`src/rtl/mul_unit.sv`:
```
`default_nettype none
// mul_unit: iterative radix-2 shift-add multiplier (one multiply in flight) with
// start/busy/done handshake and write-back request gated to registers s0-s7.
// Revision: 1.0
module mul_unit #(
  parameter int WIDTH      = 32,
  parameter int REG_ADDR_W = 5,
  parameter int CNT_W      = 6
) (
  input  logic                  clock,
  input  logic                  reset_n,
  input  logic                  start,
  input  logic                  signed_mode,
  input  logic [WIDTH-1:0]      op_a,
  input  logic [WIDTH-1:0]      op_b,
  input  logic [REG_ADDR_W-1:0] dest_reg,
  input  logic                  flush,
  output logic                  busy,
  output logic                  done,
  output logic [WIDTH-1:0]      result_lo,
  output logic [WIDTH-1:0]      result_hi,
  output logic [REG_ADDR_W-1:0] wb_reg,
  output logic                  wb_en
);

  typedef enum logic [1:0] {
    S_IDLE = 2'd0,
    S_RUN  = 2'd1,
    S_DONE = 2'd2
  } state_t;

  localparam logic [CNT_W-1:0]      c_last   = CNT_W'(WIDTH - 1);
  localparam logic [REG_ADDR_W-1:0] c_wb_min = REG_ADDR_W'(16);
  localparam logic [REG_ADDR_W-1:0] c_wb_max = REG_ADDR_W'(23);

  state_t                  r_state;
  state_t                  w_next;
  logic [CNT_W-1:0]        r_cnt;
  logic [WIDTH-1:0]        r_mcand;
  logic [2*WIDTH-1:0]      r_acc;
  logic                    r_sign;
  logic [REG_ADDR_W-1:0]   r_dest;
  logic [WIDTH-1:0]        r_res_lo;
  logic [WIDTH-1:0]        r_res_hi;
  logic [REG_ADDR_W-1:0]   r_wb_reg;

  logic                    w_accept;
  logic                    w_last;
  logic [WIDTH-1:0]        w_a_mag;
  logic [WIDTH-1:0]        w_b_mag;
  logic [WIDTH:0]          w_sum;
  logic [WIDTH:0]          w_upper;
  logic [2*WIDTH-1:0]      w_acc_next;
  logic [2*WIDTH-1:0]      w_prod;

  assign w_accept = (r_state != S_RUN) && start && !flush;
  assign w_last   = (r_state == S_RUN) && (r_cnt == c_last);

  // The most negative value negates to itself, which is its correct unsigned magnitude.
  assign w_a_mag = (signed_mode && op_a[WIDTH-1]) ? -op_a : op_a;
  assign w_b_mag = (signed_mode && op_b[WIDTH-1]) ? -op_b : op_b;

  // Low half of the accumulator starts as the multiplier and is consumed LSB first.
  assign w_sum      = {1'b0, r_acc[2*WIDTH-1:WIDTH]} + {1'b0, r_mcand};
  assign w_upper    = r_acc[0] ? w_sum : {1'b0, r_acc[2*WIDTH-1:WIDTH]};
  assign w_acc_next = {w_upper, r_acc[WIDTH-1:1]};
  assign w_prod     = r_sign ? -w_acc_next : w_acc_next;

  always_ff @(posedge clock or negedge reset_n) begin
    if (!reset_n) begin
      r_state <= S_IDLE;
    end else begin
      r_state <= w_next;
    end
  end

  always_comb begin
    w_next = r_state;
    if (flush) begin
      w_next = S_IDLE;
    end else begin
      case (r_state)
        S_IDLE:  w_next = start ? S_RUN : S_IDLE;
        S_RUN:   w_next = (r_cnt == c_last) ? S_DONE : S_RUN;
        S_DONE:  w_next = start ? S_RUN : S_IDLE;
        default: w_next = S_IDLE;
      endcase
    end
  end

  always_ff @(posedge clock or negedge reset_n) begin
    if (!reset_n) begin
      r_cnt    <= '0;
      r_mcand  <= '0;
      r_acc    <= '0;
      r_sign   <= 1'b0;
      r_dest   <= '0;
      r_res_lo <= '0;
      r_res_hi <= '0;
      r_wb_reg <= '0;
    end else if (w_accept) begin
      r_cnt   <= '0;
      r_mcand <= w_a_mag;
      r_acc   <= {{WIDTH{1'b0}}, w_b_mag};
      r_sign  <= signed_mode & (op_a[WIDTH-1] ^ op_b[WIDTH-1]);
      r_dest  <= dest_reg;
    end else if ((r_state == S_RUN) && !flush) begin
      r_acc <= w_acc_next;
      r_cnt <= r_cnt + CNT_W'(1);
      if (w_last) begin
        r_res_lo <= w_prod[WIDTH-1:0];
        r_res_hi <= w_prod[2*WIDTH-1:WIDTH];
        r_wb_reg <= r_dest;
      end
    end
  end

  assign busy      = (r_state == S_RUN);
  assign done      = (r_state == S_DONE);
  assign result_lo = r_res_lo;
  assign result_hi = r_res_hi;
  assign wb_reg    = r_wb_reg;
  assign wb_en     = done && (r_wb_reg >= c_wb_min) && (r_wb_reg <= c_wb_max);

endmodule
`default_nettype wire
```
`config.mk`:
```
export PLATFORM = sky130hd
export DESIGN_NAME = mul_unit
export DESIGN_NICKNAME = d
export VERILOG_FILES = /design/src/rtl/mul_unit.sv
export SDC_FILE = /design/constraint.sdc
export NUM_CORES = 1
export LEC_CHECK = 0
export ABC_CLOCK_PERIOD_IN_PS = 7350
export CAP_MARGIN = 20
export CORE_MARGIN = 8
export CORE_UTILIZATION = 40
export DETAILED_ROUTE_END_ITERATION = 6
export MAX_ROUTING_LAYER = met4
export PLACE_DENSITY = 0.63
export SLEW_MARGIN = 5
export SYNTH_ARGS = -nofsm -noshare
export SYNTH_HDL_FRONTEND = slang
export SYNTH_SLANG_ARGS = --single-unit
```
`constraint.sdc`:
```
create_clock -name clock -period 7.35 [get_ports clock]
set_input_delay 1.1025 -clock clock [delete_from_list [all_inputs] [get_ports clock]]
set_output_delay 1.1025 -clock clock [all_outputs]
set_load 0.05 [all_outputs]
```
==> results of run 1 <==
-- final timing paths --
path                                             from                        end  slack (ns)  cells past startpoint
worst max-delay path             r_state[1]$_DFF_PN0_  result_hi[29]$_DFFE_PN0P_        2.86                      8
worst min-delay path            r_dest[1]$_DFFE_PN0P_      wb_reg[1]$_DFFE_PN0P_        0.47                      2
worst max register to register   r_state[1]$_DFF_PN0_  result_hi[29]$_DFFE_PN0P_        2.86                      8
worst min register to register  r_dest[1]$_DFFE_PN0P_      wb_reg[1]$_DFFE_PN0P_        0.47                      2
max in group asynchronous                     reset_n         r_sign$_DFFE_PN0P_        5.27                      3
min in group asynchronous                     reset_n     r_mcand[1]$_DFFE_PN0P_        0.78                      1
-- area by class of cell --
class                      count  area share
multi-input combinational   1161       0.492
sequential                   179       0.315
timing repair buffer         156       0.111
tap                          390      0.0343
clock buffer                  18      0.0309
clock inverter                14      0.0117
inverter                      23     0.00607
-- stage by stage --
step / setup WS, ns / cell area [sq um] / total power [mW] / hold slack, ns / util
detailed placement: 2.59 / 13600 / 2.43 / 0.456 / 0.462
global placement: 2.66 / 13600 / 2.42 / 0.446 / 0.462
global route: 2.46 / 14200 / 3.58 / 0.490 / 0.484
floorplan: 3.59 / 11800 / 2.07 / 0.439 / -
finish: 2.86 / 14200 / 3.37 / 0.469 / 0.484
CTS: 2.86 / 14200 / 3.38 / 0.467 / 0.482
-- metal layers --
layer,part of all wire,wire length [um]
met4,0.024,839
met1,0.46,16200
met5,0,0
met3,0.033,1140
met2,0.48,16700
-- logic make-up (layout without fill, tap and decap cells) --
logic type / count (synthesis) / count (layout)
and+or+nand+nor: 531 / 531
muxes: 20 / 20
buffers and inverters: 102 / 211
AOI/OAI and AO/OA: 437 / 437
adders and majority gates: 37 / 37
xor gates and xnor gates: 136 / 136
DFF: 179 / 179
-- cells in the final DEF, fill, tap and decap left out, types with 4 or more instances in the layout --
cell | Yosys | layout
a211oi_1 | 6 | 6
a21boi_0 | 7 | 7
a21o_1 | 13 | 13
a21oi_1 | 93 | 93
a22o_1 | 12 | 12
a22oi_1 | 10 | 10
a31oi_1 | 10 | 10
and2_1 | 4 | 4
and3_1 | 5 | 5
buf_4 | 0 | 9
clkbuf_16 | 0 | 17
clkdlybuf4s50_1 | 0 | 144
dfrtp_1 | 179 | 178
ha_1 | 36 | 36
inv_1 | 20 | 20
inv_8 | 0 | 5
mux2_2 | 4 | 4
mux2i_1 | 16 | 16
nand2_1 | 244 | 244
nand2b_1 | 13 | 12
nand3_1 | 34 | 34
nand4_1 | 13 | 13
nor2_1 | 103 | 102
nor2b_1 | 11 | 10
nor3_1 | 33 | 33
nor4_1 | 18 | 18
o211ai_1 | 5 | 5
o21a_1 | 6 | 6
o21ai_0 | 181 | 181
o21ai_1 | 9 | 9
o21bai_1 | 4 | 4
o22a_1 | 24 | 24
o31ai_1 | 22 | 22
o41ai_1 | 10 | 10
or2_2 | 8 | 8
or3_1 | 18 | 18
or4_1 | 8 | 7
or4_4 | 3 | 4
xnor2_1 | 59 | 59
xor2_1 | 77 | 77
-- worst max-delay path, delay by kind of cell (launching register included) --
kind                   cells  cell delay (ns)
AOI/OAI and AO/OA          1             0.35
buffers and inverters      2             1.18
DFF                        1             0.33
and+or+nand+nor            5             2.47
-- power groups by stage --
stage               Combinational, mW  Clock (mW)  Sequential [mW]
floorplan                       0.874           0             1.20
global placement                 1.14           0             1.27
detailed placement               1.16           0             1.27
CTS                              1.17       0.956             1.26
global route                     1.32       0.997             1.27
finish                           1.18       0.941             1.25
==> flow_summary_export.csv, run 1 <==
group,metric,value,unit
finish,nets,1649,
pwr,powerDensity,237,nW/um^2
timing,setup-violations-final,0,
place,io_buffer_count,145,
timing,slew-limit-headroom,0.285,
finish,multi_input_area,7000,sq um
synthesis,syn_area,11800,sq um
routing,antenna_left,0,
clock_network,clkTransAtPathRegs,0.08,ns
synthesis,ys.flop_type,"dfrtp_1",
routing,dr.pass1.iters,5,
pwr,swShare,0.388,
setup_path,end_kind,"flip-flop",
synthesis,synthMuxAreaShare,0.0173,
synthesis,synthXorXnorAreaFrac,0.101,
clock_network,post_cts_buffers,0,
synthesis,synth_most_common_cell,"nand2_1",
pwr,clkPwrFrac,0.279,
timing,fin_crit_sh,0.611,
synthesis,yosys.area.top_type_share,0.378,
finish,largest_reg_flops,64,
synthesis,synth_fa_ha_area_frac,0.0397,
clock_network,cts_tree,"built",
synthesis,synthesis.nets,1553,
global_routing,grtUsageTotal,0.201,
pwr,ir_worst_vdd,0.141,mV
synthesis,synthTopCellsByCount,"nand2_1, o21ai_0, dfrtp_1",
setup_path,arrival,4.80,ns
synthesis,synth_top_family_by_area,"compound AO/OA/AOI/OAI gates",
die,die-width,188,um
timing,rsz0062_at_grt,"no",
routing,drc,0,
synthesis,yosys.area_share.simple,0.206,
setup_path,max_stage_delay,0.83,ns
timing,finalMaxSlewViolations,0,
finish,regMostFlops,"r_acc",
finish,drive_gt1_frac,0.0464,
global_routing,antenna_found_initial,0,
clock_network,ctsHoldBuffers,0,
finish,stdcell_count,1941,
timing,fmax,0.223,GHz
routing,wl_per_cell,18.0,um
synthesis,async_reset_ff_frac,1.00,
routing,totalWireLength,34900,um
timing,setup_tns,0,ns
finish,area_growth,20.1,%
run,cap_violations,0,
die,start_util,0.403,
synthesis,syn_area_per_cell,8.22,sq um
finish,seqCellArea,4480,sq um
pwr,static-leakage-power,5.83,nW
global_routing,grt_pass1_vias,10593,
place,place_congestion,0.861,
synthesis,synth.area.top_cells,"dfrtp_1, nand2_1, o21ai_0",
routing,vias,10814,
die,core,29400,sq um
pwr,comb_power_share,0.350,
setup_path,cp_cell_sequence,"nand2b_1 > clkinv_1 > nand2b_1 > or4_4 > buf_4 > nor2_1 > a222oi_1 > nand3_1",
place,hpwl,26100,um
global_routing,grt_max_degree,102,
global_routing,overflow,0,
die,top_level_ports,146,
clock_network,cts_resized,0,
place,place_inst,1907,
global_routing,met3_usage,0.0234,
pwr,intPower,2.07,mW
routing,via_per_inst,5.57,
global_routing,grtUsageMet2,0.324,
clock_network,cts.path.max_buffers,2,
finish,diodes,0,
global_routing,grt_util_met1,0.261,
finish,fillers,2837,
die,row_count,63,
timing,hold_violations,0,
clock_network,worstSkewPairLatency,0.44,ns
setup_path,setup.worst_path.class,"flip-flop to flip-flop",
die,dieArea,35400,sq um
synthesis,synth-edff-count,0,
setup_path,cp.required,7.66,ns
timing,fin_worst_skew,0.0133,ns
clock_network,ctsRootBufferMaster,"clkbuf_16",
global_routing,top_usage_layer,"met2",
synthesis,yosysSeqAreaShare,0.378,
synthesis,yosys.area.top_type,"dfrtp_1",
die,die_y,188,um
pwr,seqPwrFrac,0.371,
setup_path,worstPathMaxFanout,86,
synthesis,synth-seq-cells,179,
setup_path,crit_path_frequent_cell,"nand2b_1",
hold_path,hp-class,"flip-flop to flip-flop",
synthesis,yosys_warnings,0,
synthesis,synth_compound_area_frac,0.226,
timing,finalCriticalPeriod,4.49,ns
synthesis,synth_cell_types,67,
setup_path,startpoint_type,"flip-flop",
timing,tightest_slew,1.07,ns
clock_network,htreeDepth,4,
clock_network,cts.sinks,179,
outcome,outcome,"finished, final reports clean",
global_routing,grt_pass1_wl,56500,um
clock_network,numCtsBuffers,17,
setup_path,crit_slowest_cell,"nand2b_1",
routing,drt_iter0_markers,746,
synthesis,netlist_instances,1442,
pwr,power.switching,1.31,mW
Power figures use the tool's default switching activity.
==> run 2, diff against run 1 <==
--- a/config.mk
+++ b/config.mk
@@ -5,13 +5,13 @@
 export SDC_FILE = /design/constraint.sdc
 export NUM_CORES = 1
 export LEC_CHECK = 0
-export ABC_CLOCK_PERIOD_IN_PS = 7350
+export ABC_CLOCK_PERIOD_IN_PS = 3700
 export CAP_MARGIN = 20
 export CORE_MARGIN = 8
 export CORE_UTILIZATION = 40
 export DETAILED_ROUTE_END_ITERATION = 6
 export MAX_ROUTING_LAYER = met4
-export PLACE_DENSITY = 0.63
+export PLACE_DENSITY = 0.65
 export SLEW_MARGIN = 5
 export SYNTH_ARGS = -nofsm -noshare
 export SYNTH_HDL_FRONTEND = slang
==> constraint.sdc (replaced) <==
create_clock -name clock -period 3.7 [get_ports clock]
set_input_delay 0.555 -clock clock [delete_from_list [all_inputs] [get_ports clock]]
set_output_delay 0.555 -clock clock [all_outputs]
set_load 0.05 [all_outputs]
==> flow_summary_export.csv, run 2 (same netlist as run 1, synthesis figures left out) <==
group,metric,value,unit
routing,drt_iter0_markers,768,
timing,finalMaxSlewViolations,0,
clock_network,numCtsBuffers,17,
clock_network,cts_tree,"built",
setup_path,critPathTopFamily,"simple AND/OR/NAND/NOR gates",
die,row_count,63,
clock_network,cts.sinks,179,
finish,nets,1757,
timing,finalCriticalPeriod,3.85,ns
setup_path,cp_cell_sequence,"or4_4 > nand2b_4 > or4_4 > or2_1 > or4_4 > nor4b_4 > nand4b_1 > or3b_4 > nor3_1 > or3_1 > nand3_1",
timing,fin_ws,-0.147,ns
clock_network,worstSkewPairLatency,0.45,ns
timing,fin_worst_skew,0.0108,ns
place,pre_cts_slack,-0.206,ns
die,die-width,188,um
finish,diodes,0,
setup_path,arrival,4.18,ns
finish,drive_gt1_frac,0.130,
timing,rsz0062_at_grt,"yes",
global_routing,grt_pass1_vias,11236,
finish,final_cell_area,15200,sq um
timing,setup_tns,-0.566,ns
routing,wl_per_cell,17.7,um
setup_path,cp_num_buf_inv,0,
timing,slew-limit-headroom,0.479,
setup_path,cp.required,4.03,ns
global_routing,grtUsageTotal,0.208,
pwr,ir_worst_vdd,0.258,mV
place,io_buffer_count,145,
setup_path,worstPathMaxFanout,4,
die,core,29400,sq um
place,place_congestion,0.902,
routing,dr.pass1.iters,5,
global_routing,overflow,0,
setup_path,startpoint_type,"flip-flop",
routing,drc,0,
setup_path,end_kind,"flip-flop",
outcome,outcome,"complete, but fails checks",
timing,fmax,0.260,GHz
routing,via_per_inst,5.52,
finish,final_cell_mix,"nand2_1, dfrtp_1, o21ai_0",
global_routing,grt_max_degree,77,
clock_network,ctsRootBufferMaster,"clkbuf_16",
setup_path,crit_path_frequent_cell,"or4_4",
die,start_util,0.403,
setup_path,max_stage_delay,0.58,ns
setup_path,setup.worst_path.class,"flip-flop to flip-flop",
clock_network,htreeDepth,4,
timing,setup-violations-final,4,
run,cap_violations,0,
setup_path,crit_slowest_cell,"or4_4",
pwr,powerDensity,470,nW/um^2
timing,whs,0.0581,ns
die,top_level_ports,146,
setup_path,regToRegStartpoint,"r_acc[14]$_DFFE_PN0P_",
finish,regMostFlops,"r_acc",
finish,fillers,2794,
routing,antenna_left,0,
clock_network,cts.path.max_buffers,2,
routing,vias,11314,
global_routing,antenna_found_initial,0,
setup_path,r2r_slack,-0.15,ns
timing,tightest_slew,0.781,ns
timing,fin_crit_sh,1.04,
setup_path,r2r_cells,11,
die,die_y,188,um
routing,totalWireLength,36300,um
die,dieArea,35400,sq um
place,hpwl,27400,um
finish,final_common_cell,"nand2_1",
finish,area_growth,28.5,%
clock_network,clkTransAtPathRegs,0.08,ns
hold_path,hp-class,"primary input to asynchronous set/reset pin",
timing,hold_violations,0,
outcome,violations,"setup timing",
global_routing,grt_pass1_wl,59000,um
pwr,static-leakage-power,6.36,nW
place,dpl_cell_area,14300,sq um
finish,largest_reg_flops,64,
setup_path,timing.rr.end,"result_hi[31]$_DFFE_PN0P_",
-- run 2: layer usage --
layer	wire (um)	GRT usage
met5	0	-
met4	1020	0.0755
met3	1640	0.0340
met2	17700	0.339
met1	15900	0.259
-- run 2: cell type report --
| cell class | instances | area [sq um] | share of cell area |
|---|---|---|---|
| multi-input cells | 1161 | 7220 | 0.474 |
| flip-flops and latches | 179 | 4480 | 0.294 |
| repair buffers | 264 | 2370 | 0.155 |
| well taps | 390 | 488 | 0.0320 |
| clock buffers | 18 | 429 | 0.0282 |
| clock inverters | 14 | 163 | 0.0107 |
| inverters | 23 | 86.3 | 0.00567 |
-- run 2: stage by stage --
stage / cells / power [mW] / utilization
2_1_floorplan: 1442 / 4.12 / -
3_5_place_dp: 2009 / 5.16 / 0.488
6_report: 2049 / 7.16 / 0.518
5_1_grt: 2049 / 7.60 / 0.518
4_1_cts: 2043 / 7.06 / 0.510
3_3_place_gp: 2009 / 5.12 / 0.488
-- run 2: timing repair --
action	in CTS	in global routing
gates resized for setup	12	36
hold buffers	0	0
setup buffers	2	5
endpoints found under the setup margin	14	19
pin swaps	10	14
-- run 2: worst max path at each step --
| stage | from | endpoint | slack, ns | cells after the start |
|---|---|---|---|---|
| 3_3_place_gp | r_mcand[0]$_DFFE_PN0P_ | result_hi[27]$_DFFE_PN0P_ | -0.15 | 13 |
| 4_1_cts | r_mcand[0]$_DFFE_PN0P_ | result_hi[25]$_DFFE_PN0P_ | -0.18 | 13 |
| 5_1_grt | r_acc[14]$_DFFE_PN0P_ | result_hi[27]$_DFFE_PN0P_ | -0.29 | 11 |
| 6_report | r_acc[14]$_DFFE_PN0P_ | result_hi[31]$_DFFE_PN0P_ | -0.15 | 11 |
| 3_5_place_dp | r_acc[36]$_DFFE_PN0P_ | result_hi[30]$_DFFE_PN0P_ | -0.21 | 13 |
| 2_1_floorplan | r_mcand[0]$_DFFE_PN0P_ | result_hi[27]$_DFFE_PN0P_ | 0.05 | 13 |
-- run 2: where the power goes --
part,switching [mW],leakage [nW],internal [mW]
clock,0.911,0.285,0.965
sequential,0.234,2.33,2.18
combinational,1.60,3.74,1.27
